$ cat src/rtl/lap_history_if.sv
// Signal bundle between the stopwatch counters/buttons (master) and lap_history (slave).
// Optional delta_out exists only when LAP_HISTORY_DELTA_EN is defined.
interface lap_history_if #(
   parameter int DIGITS = 4,
   parameter int DEPTH  = 8
);
   localparam int W  = 4 * DIGITS;
   localparam int AW = $clog2(DEPTH);
   localparam int CW = $clog2(DEPTH + 1);

   // lap, clear, recall_prev and recall_next are single-cycle pulses; there is no
   // back-pressure, every pulse is acted on at the next rising clock edge.
   logic          lap;
   logic          clear;
   logic          recall_prev;
   logic          recall_next;
   logic [W-1:0]  lap_time;
   logic [W-1:0]  lap_out;
   logic [AW-1:0] lap_sel;
   logic [CW-1:0] lap_count;
   logic          full;
   logic          overflow;
`ifdef LAP_HISTORY_DELTA_EN
   logic [W-1:0]  delta_out;
`endif

   modport master (
      output lap, clear, recall_prev, recall_next, lap_time,
      input  lap_out, lap_sel, lap_count, full, overflow
`ifdef LAP_HISTORY_DELTA_EN
      , input delta_out
`endif
   );

   modport slave (
      input  lap, clear, recall_prev, recall_next, lap_time,
      output lap_out, lap_sel, lap_count, full, overflow
`ifdef LAP_HISTORY_DELTA_EN
      , output delta_out
`endif
   );
endinterface

$ cat src/rtl/lap_history.sv
// Circular lap memory with newest-to-oldest browsing for the stopwatch display path.
// Define LAP_HISTORY_DELTA_EN to add delta_out (split time of the viewed lap vs. the next-older lap).
module lap_history #(
   parameter int DIGITS = 4,
   parameter int DEPTH  = 8
) (
   input logic          clk,
   input logic          rst,
   lap_history_if.slave bus
);
   localparam int W   = 4 * DIGITS;
   localparam int AW  = $clog2(DEPTH);
   localparam int AW1 = AW + 1;
   localparam int CW  = $clog2(DEPTH + 1);

   logic [W-1:0]  mem_q [DEPTH];
   logic [AW-1:0] wr_ptr_q, wr_ptr_d;
   logic [AW-1:0] sel_q, sel_d;
   logic [CW-1:0] count_q, count_d;
   logic          ovf_q, ovf_d;
   logic [W-1:0]  out_q, out_d;
   logic          mem_we;
   logic [CW-1:0] last_sel;
   logic          recall_step;

   // Physical slot of the entry sel steps behind the newest; wrap is explicit so
   // non-power-of-two depths address correctly.
   function automatic logic [AW-1:0] view_idx(input logic [AW-1:0] wr, input logic [AW-1:0] sel);
      logic [AW:0] t;
      t = {1'b0, wr} + AW1'(DEPTH - 1) - {1'b0, sel};
      if (t >= AW1'(DEPTH)) t = t - AW1'(DEPTH);
      return t[AW-1:0];
   endfunction

`ifdef LAP_HISTORY_DELTA_EN
   logic [W-1:0] delta_q, delta_d;

   function automatic logic [W-1:0] bcd_sub(input logic [W-1:0] a, input logic [W-1:0] b);
      logic [W-1:0] r;
      logic         borrow;
      logic [4:0]   d;
      r      = '0;
      borrow = 1'b0;
      for (int i = 0; i < DIGITS; i++) begin
         d = {1'b0, a[4*i +: 4]} - {1'b0, b[4*i +: 4]} - {4'b0, borrow};
         if (d[4]) begin
            d      = d + 5'd10;
            borrow = 1'b1;
         end else begin
            borrow = 1'b0;
         end
         r[4*i +: 4] = d[3:0];
      end
      return r;
   endfunction
`endif

   assign last_sel    = count_q - CW'(1);
   assign recall_step = (count_q != '0) && (bus.recall_prev ^ bus.recall_next);

   always_comb begin
      wr_ptr_d = wr_ptr_q;
      sel_d    = sel_q;
      count_d  = count_q;
      ovf_d    = ovf_q;
      out_d    = out_q;
      mem_we   = 1'b0;
`ifdef LAP_HISTORY_DELTA_EN
      delta_d  = delta_q;
`endif
      if (bus.lap) begin
         mem_we   = 1'b1;
         wr_ptr_d = (wr_ptr_q == AW'(DEPTH - 1)) ? '0 : wr_ptr_q + AW'(1);
         if (count_q == CW'(DEPTH)) begin
            ovf_d = 1'b1;
         end else begin
            count_d = count_q + CW'(1);
         end
         sel_d = '0;
         out_d = bus.lap_time;
`ifdef LAP_HISTORY_DELTA_EN
         // The current newest entry becomes the next-older one after this write.
         delta_d = (count_q == '0) ? bus.lap_time
                                   : bcd_sub(bus.lap_time, mem_q[view_idx(wr_ptr_q, '0)]);
`endif
      end else if (recall_step) begin
         if (bus.recall_prev) begin
            sel_d = (CW'(sel_q) == last_sel) ? '0 : sel_q + AW'(1);
         end else begin
            sel_d = (sel_q == '0) ? AW'(last_sel) : sel_q - AW'(1);
         end
         out_d = mem_q[view_idx(wr_ptr_q, sel_d)];
`ifdef LAP_HISTORY_DELTA_EN
         delta_d = (CW'(sel_d) == last_sel) ? out_d
                                            : bcd_sub(out_d, mem_q[view_idx(wr_ptr_q, sel_d + AW'(1))]);
`endif
      end
   end

   always_ff @(posedge clk) begin
      if (rst || bus.clear) begin
         wr_ptr_q <= '0;
         sel_q    <= '0;
         count_q  <= '0;
         ovf_q    <= 1'b0;
         out_q    <= '0;
`ifdef LAP_HISTORY_DELTA_EN
         delta_q  <= '0;
`endif
      end else begin
         wr_ptr_q <= wr_ptr_d;
         sel_q    <= sel_d;
         count_q  <= count_d;
         ovf_q    <= ovf_d;
         out_q    <= out_d;
`ifdef LAP_HISTORY_DELTA_EN
         delta_q  <= delta_d;
`endif
      end
   end

   // Storage has no reset; stale contents are unreachable while lap_count is 0.
   always_ff @(posedge clk) begin
      if (!rst && !bus.clear && mem_we) begin
         mem_q[wr_ptr_q] <= bus.lap_time;
      end
   end

   assign bus.lap_out   = out_q;
   assign bus.lap_sel   = sel_q;
   assign bus.lap_count = count_q;
   assign bus.full      = (count_q == CW'(DEPTH));
   assign bus.overflow  = ovf_q;
`ifdef LAP_HISTORY_DELTA_EN
   assign bus.delta_out = delta_q;
`endif
endmodule

$ cat src/flat_wrapper.sv
// flat-port wrapper written by rule: the top's interface ports become plain ports
module lap_history_flat 
#(
   parameter int DIGITS = 4,
   parameter int DEPTH  = 8
)
  (clk, rst, bus_lap, bus_clear, bus_recall_prev, bus_recall_next, bus_lap_time, bus_lap_out, bus_lap_sel, bus_lap_count, bus_full, bus_overflow);
  lap_history_if #(.DIGITS(DIGITS), .DEPTH(DEPTH)) bus_i ();
  input logic clk;
  input logic rst;
  input wire logic [$bits(bus_i.lap)-1:0] bus_lap;
  input wire logic [$bits(bus_i.clear)-1:0] bus_clear;
  input wire logic [$bits(bus_i.recall_prev)-1:0] bus_recall_prev;
  input wire logic [$bits(bus_i.recall_next)-1:0] bus_recall_next;
  input wire logic [$bits(bus_i.lap_time)-1:0] bus_lap_time;
  output wire logic [$bits(bus_i.lap_out)-1:0] bus_lap_out;
  output wire logic [$bits(bus_i.lap_sel)-1:0] bus_lap_sel;
  output wire logic [$bits(bus_i.lap_count)-1:0] bus_lap_count;
  output wire logic [$bits(bus_i.full)-1:0] bus_full;
  output wire logic [$bits(bus_i.overflow)-1:0] bus_overflow;
  assign bus_i.lap = bus_lap;
  assign bus_i.clear = bus_clear;
  assign bus_i.recall_prev = bus_recall_prev;
  assign bus_i.recall_next = bus_recall_next;
  assign bus_i.lap_time = bus_lap_time;
  assign bus_lap_out = bus_i.lap_out;
  assign bus_lap_sel = bus_i.lap_sel;
  assign bus_lap_count = bus_i.lap_count;
  assign bus_full = bus_i.full;
  assign bus_overflow = bus_i.overflow;
  lap_history #(.DIGITS(DIGITS), .DEPTH(DEPTH)) u_core (.clk(clk), .rst(rst), .bus(bus_i));
endmodule
$ cat config.mk
export PLATFORM = sky130hd
export DESIGN_NAME = lap_history_flat
export DESIGN_NICKNAME = d
export VERILOG_FILES = /design/src/rtl/lap_history_if.sv /design/src/rtl/lap_history.sv /design/src/flat_wrapper.sv
export SDC_FILE = /design/constraint.sdc
export NUM_CORES = 1
export LEC_CHECK = 0
export BUFFER_PORTS_ARGS = -buffer_cell sky130_fd_sc_hd__buf_2
export CELL_PAD_IN_SITES_DETAIL_PLACEMENT = 0
export CELL_PAD_IN_SITES_GLOBAL_PLACEMENT = 2
export CORE_ASPECT_RATIO = 1.75
export CORE_UTILIZATION = 30
export DETAILED_ROUTE_END_ITERATION = 8
export PLACE_DENSITY_LB_ADDON = 0.1
export REMOVE_ABC_BUFFERS = 1
export SLEW_MARGIN = 15
export SYNTH_ARGS = -nofsm -noshare
export SYNTH_HDL_FRONTEND = slang
export SYNTH_SLANG_ARGS = --single-unit
$ cat constraint.sdc
create_clock -name clk -period 6.4 [get_ports clk]
set_input_delay 0.96 -clock clk [delete_from_list [all_inputs] [get_ports clk]]
set_output_delay 0.96 -clock clk [all_outputs]
set_load 0.01 [all_outputs]
---- Word level (Yosys, flattened, before mapping) ----
Memory sizes are Yosys's and may differ from the RTL's.
Cells that the tools add are included.
cells by class
  eq/ne operators ......................... 3
  reductions and logical operators ........ 12
  $lt $le $gt $ge ......................... 1
  $add $sub $neg .......................... 8
  bitwise logic cells ..................... 2
  muxes and demuxes ....................... 14
operator list
  kind                                                                count
  16-bit 2-to-1 mux                                                   2
  3-bit 2-to-1 mux                                                    9
  3-bit by 1-bit adder with 3-bit output, second input constant       2
  3-bit by 1-bit subtractor with 3-bit output, second input constant  2
  3-bit by 3-bit adder with 4-bit output, second input constant       1
  4-bit by 1-bit adder with 4-bit output, second input constant       1
  3-bit by 4-bit == test with 1-bit output                            1
  4-bit == test, second input constant                                1
  4-bit >= comparator, second input constant                          1
  2-bit AND reduction                                                 2
  4-bit nonzero test                                                  1
  4-bit by 1-bit subtractor with 4-bit output, second input constant  1
  4-bit by 3-bit subtractor with 4-bit output                         1
  3-bit == test, second input constant                                1
  1-bit logical AND                                                   3
  3-bit zero test                                                     1
  1-bit 2-to-1 mux                                                    3
  1-bit zero test                                                     2
  2-bit nonzero test                                                  1
  2-bit OR reduction                                                  1
  1-bit logical OR                                                    1
  1-bit NOT                                                           1
  1-bit bitwise XOR                                                   1
word-level totals
  input port bits ......................... 22
  register bits after elaboration ......... 27
  memories ................................ 1
  memory bits (writable) .................. 128
memories
  memory        words  width  read ports  clocked after Yosys merged registers in  write ports  RTL line           RTL
  u_core.mem_q  8      16     1           0                                        1            lap_history.sv:16  logic [W-1:0] mem_q [DEPTH];

---- Depth between registers and ports, before layout ----
An unclocked memory read counts as a cell.
  word-level depth ........................ 14
  depth in mapped cells ................... 18
  mapped depth without buffers ............ 16

---- Worst setup path before layout ----
Ideal clock, no wire load.
  path type ............................... reg2reg
  start ................................... register u_core.count_q[0], in the netlist u_core.bus.lap_count[0]
  end ..................................... register u_core.out_q[5], in the netlist u_core.bus.lap_out[5]
  library setup time ...................... 0.133 ns
  required time ........................... 6.267 ns
  clock period less this slack ............ 3.714 ns
  cell stages (with the launch flop) ...... 19
  path slack .............................. 2.686 ns
  data arrival time ....................... 3.582 ns
  path through ............................ dfxtp_1 > inv_1 > ha_1 > xor2_1 > nand3_1 > o21a_1 > a21oi_1 > o32a_1 > ha_1 > inv_1 > fa_1 > xor2_1 > nor3_1 > mux2_2 > nor3b_2 > buf_6 > buf_12 > mux2i_1 > a211oi_2
between the ends
  word-level cells in the longest chain between the ends .. 14
  elaborated cells on any way between the ends .. 19
  those cells by class .................... add/sub: 3; order compare: 1; eq/ne: 1; mux: 10; reduce/logical: 3; memory: 1
ends and longest elaborated chain
  item                                                                                       RTL line            RTL
  start, declared                                                                            lap_history.sv:19   logic [CW-1:0] count_q, count_d;
  start signal, assigned                                                                     lap_history.sv:113  count_q <= count_d;
  4-bit by 1-bit subtractor with 4-bit output (*)                                            lap_history.sv:58   assign last_sel = count_q - CW'(1);
  net u_core.last_sel[0]                                                                     lap_history.sv:23   logic [CW-1:0] last_sel;
  3-bit by 4-bit == test with 1-bit output                                                   lap_history.sv:88   sel_d = (CW'(sel_q) == last_sel) ? '0 : sel_q + AW'(1);
  3-bit 2-to-1 mux                                                                           lap_history.sv:88
  3-bit 2-to-1 mux (*)                                                                       lap_history.sv:87   if (bus.recall_prev) begin
  3-bit 2-to-1 mux (*)                                                                       lap_history.sv:86   end else if (recall_step) begin
  3-bit 2-to-1 mux (*)                                                                       lap_history.sv:71   if (bus.lap) begin
  4-bit by 3-bit subtractor with 4-bit output (*)                                            lap_history.sv:30   t = {1'b0, wr} + AW1'(DEPTH - 1) - {1'b0, sel};
  4-bit >= comparator / 3-bit by 1-bit subtractor with 3-bit output (equally long branches)  lap_history.sv:31   if (t >= AW1'(DEPTH)) t = t - AW1'(DEPTH);
  3-bit 2-to-1 mux (*)                                                                       lap_history.sv:31
  3-bit 2-to-1 mux (*)                                                                       lap_history.sv:86
  3-bit 2-to-1 mux (*)                                                                       lap_history.sv:71
  memory read 8 x 16 bit (*)                                                                 --
  16-bit 2-to-1 mux (*)                                                                      lap_history.sv:86
  16-bit 2-to-1 mux (*)                                                                      lap_history.sv:71
  end signal, assigned                                                                       lap_history.sv:115  out_q <= out_d;
  end, declared                                                                              lap_history.sv:21   logic [W-1:0] out_q, out_d;
Mark *: on every way through the listed nets, which the timed path passes. The rest lies on a longest branch. The select of a mux whose other input is x is not followed.
A chain may end at the register's enable or synchronous reset.

---- Worst setup path after layout ----
Ends and elaborated chain as after synthesis.

==> results_dict.tcl <==
set metrics [dict create \
    die_area_sq_um 22200 \
    cp_cell_sequence "inv_1 > ha_1 > xor2_1 > nand3_1 > o21a_1 > a21oi_1 > o32a_1 > ha_2 > inv_1 > fa_1 > xor2_1 > nor3_1 > mux2_2 > nor3b_4 > buf_4 > mux2i_1 > a211oi_2" \
    dpl.hpwl_um 8900 \
    synth_area_sq_um 6470 \
    crit_family "adder cells" \
    nFillCells 2013 \
    whs_ns 0.459 \
    cts_tree "yes" \
    ant_nets 0 \
    drive_gt1_share_pct 27.5 \
    fin_total_pwr_w 0.00227 \
    cp.arrival_ns 4.54 \
    grt_use_total_pct 15.0 \
    clk_root_buffer_cell "clkbuf_16" \
    syn_avg_cell_area_sq_um 16.0 \
    vdd_drop_max_mv 0.164 \
    hold_buffers 0 \
    setup-violations-final 0 \
    dp_slack_ns 2.16 \
    drt-initial-drc-count 159 \
    diodes 0 \
    dieWidth_um 113 \
    cts.htree.levels 4 \
    routed_wl_um 15400 \
    initial_core_util_pct 30.8 \
    syn2layout_area_growth_pct 17.3 \
    clockBufferDepth 2 \
    hold_class "flop to flop" \
    grt-ovfl-total 0 \
    worst_path_max_delay_cell "dfxtp_1" \
    setup_tns_ns 0 \
    slowest_delay_ns 0.51 \
    hold_viol 0 \
    ys_seq_elements 155 \
    chipHeight_um 196 \
    status "completed" \
    setup.worst_path.end_class "flop" \
    p_per_area_nw_per_um2 298 \
    io_buffer_count 46 \
    critical_path_class "flop to flop" \
    crit_fanout 16 \
    worstMarginPinSlew_ns 0.904 \
    antenna_found_initial 0 \
    synth_edf_count 128 \
    yosysTopAreaCellShare_pct 59.4 \
    rows 70 \
    skew_ns 0.0133 \
    grt_pass1_wl_um 23500 \
    cts_buffers 17 \
    post_cts_buffers 0 \
    vias_per_cell 5.00 \
    ys_types 40 \
    multi_input_area_sq_um 1950 \
    required_ns 6.69 \
    timing.final.ws_setup_ns 2.15 \
    wl_per_cell_um 21.3 \
    cellLeakagePower_nw 2.61 \
    seq_area_sq_um 4380 \
    netlist_top_cells_area "edfxtp_1 (59%), mux4_2 (11%), dfxtp_1 (8.4%)" \
    ys.flop_type "edfxtp_1" \
    syn-instance-count 404 \
    ios 47 \
    clk-insertion-delay-late_ns 0.43 \
    first_pass_iters 4 \
    synth_common_cells "edfxtp_1 (128), nor2_1 (50), a21oi_1 (37), mux4_2 (32), dfxtp_1 (27)" \
    finalCritPeriodShare_pct 66.5 \
    yosysMostFrequentCell "edfxtp_1" \
    maxSlewViolCount 0 \
    max_freq_mhz 235 \
    grt_pass1_vias 3843 \
    cts_resized 0 \
    grt_max_degree 62 \
    via_count 3623 \
    ys_seq_area_share_pct 67.8 \
    core_area_sq_um 21000 \
    critPathLaunchType "flop" \
    gp_congestion 0.713 \
    period_needed_ns 4.25 \
    grt_setup_unrepaired "no" \
    path_clk_slew_ns 0.06 \
    maxCapViolCount 0 \
    drc 0 \
    slew_headroom_pct 39.5 \
    nets 491 \
    cts.sinks 155 \
    yosysWarnings 0 \
    worst-path-buf-inv 3 \
    stdcell_count 724 \
    async_flop_share_pct 0 \
    yosysTopAreaCell "edfxtp_1" \
    dpl.cell_count 692 \
]
-- state kept, by name, summed over array words and instances, names as in the netlist --
signal,cells
u_core.mem_q,128
u_core.bus.lap_out,16
u_core.bus.lap_count,4
u_core.bus.lap_sel,3
u_core.wr_ptr_q,3
u_core.bus.overflow,1
-- worst paths after layout --
kind | slack, ns | depth (start not counted) | start | end
setup / recovery | 2.15 | 17 | u_core.bus.lap_count[0]$_SDFFE_PP0P_ | u_core.bus.lap_out[5]$_SDFFE_PP0P_
hold / removal | 0.46 | 2 | u_core.bus.overflow$_SDFFE_PP0P_ | u_core.bus.overflow$_SDFFE_PP0P_
setup reg to reg | 2.15 | 17 | u_core.bus.lap_count[0]$_SDFFE_PP0P_ | u_core.bus.lap_out[5]$_SDFFE_PP0P_
hold reg to reg | 0.46 | 2 | u_core.bus.overflow$_SDFFE_PP0P_ | u_core.bus.overflow$_SDFFE_PP0P_
-- placed cells by master (no fill, tap or decap), drive strengths merged, types with 5 or more instances in the layout --
cell type  Yosys  final
edfxtp       128    128
buf            3     61
nor2          50     50
a21oi         37     37
mux4          32     32
dfxtp         27     27
clkbuf        22     23
mux2i         21     21
a211oi        16     16
inv            9      9
ha             9      9
nor3           6      6
clkinv         0      5
-- tightest hold or removal path, cell delays in order, from the launching register on --
cell and delay [ns]:
dfxtp_1 0.32, a21oi_1 0.04, nor2_1 0.07
-- layout make-up --
type	instances	area share, %
Clock buffer	23	6.16
Timing Repair Buffer	61	4.52
Sequential cell	155	57.7
Tap cell	252	4.15
Multi-Input combinational cell	215	25.7
Clock inverter	9	1.29
Inverter	9	0.445
-- metal layers --
layer	vias to the layer above	wire (um)	GRT usage [%]
met4	0	239	5.95
met3	16	363	2.84
met5	-	0	0
met1	1861	6390	17.2
met2	66	8400	27.3
li1	1680	-	-
-- metrics by stage --
step                      util [%]  area (sq um)
after floorplan                  -          6350
after global placement        33.4          7030
after detailed placement      33.4          7030
after CTS                     36.1          7590
after global routing          36.1          7590
final                         36.1          7590
-- where the power goes --
group	switching, W	internal [W]
Combinational	0.000102	0.0000824
Clock	0.000386	0.000590
Sequential	0.00000595	0.00110
Total	0.000494	0.00177
-- cells by family (layout without fill, tap and decap cells) --
| kind of cell | Yosys count | after routing | synth area share (%) |
|---|---|---|---|
| XOR/XNOR | 9 | 9 | 1.43 |
| AND/OR/NAND/NOR | 77 | 77 | 5.53 |
| buffers and inverters | 34 | 102 | 2.38 |
| adder cells (fa/ha/maj) | 10 | 10 | 2.05 |
| AO/OA/AOI/OAI | 65 | 65 | 6.29 |
| flip-flops | 155 | 155 | 67.8 |
| multiplexers | 54 | 54 | 14.6 |
Power figures use the tool's default switching activity.
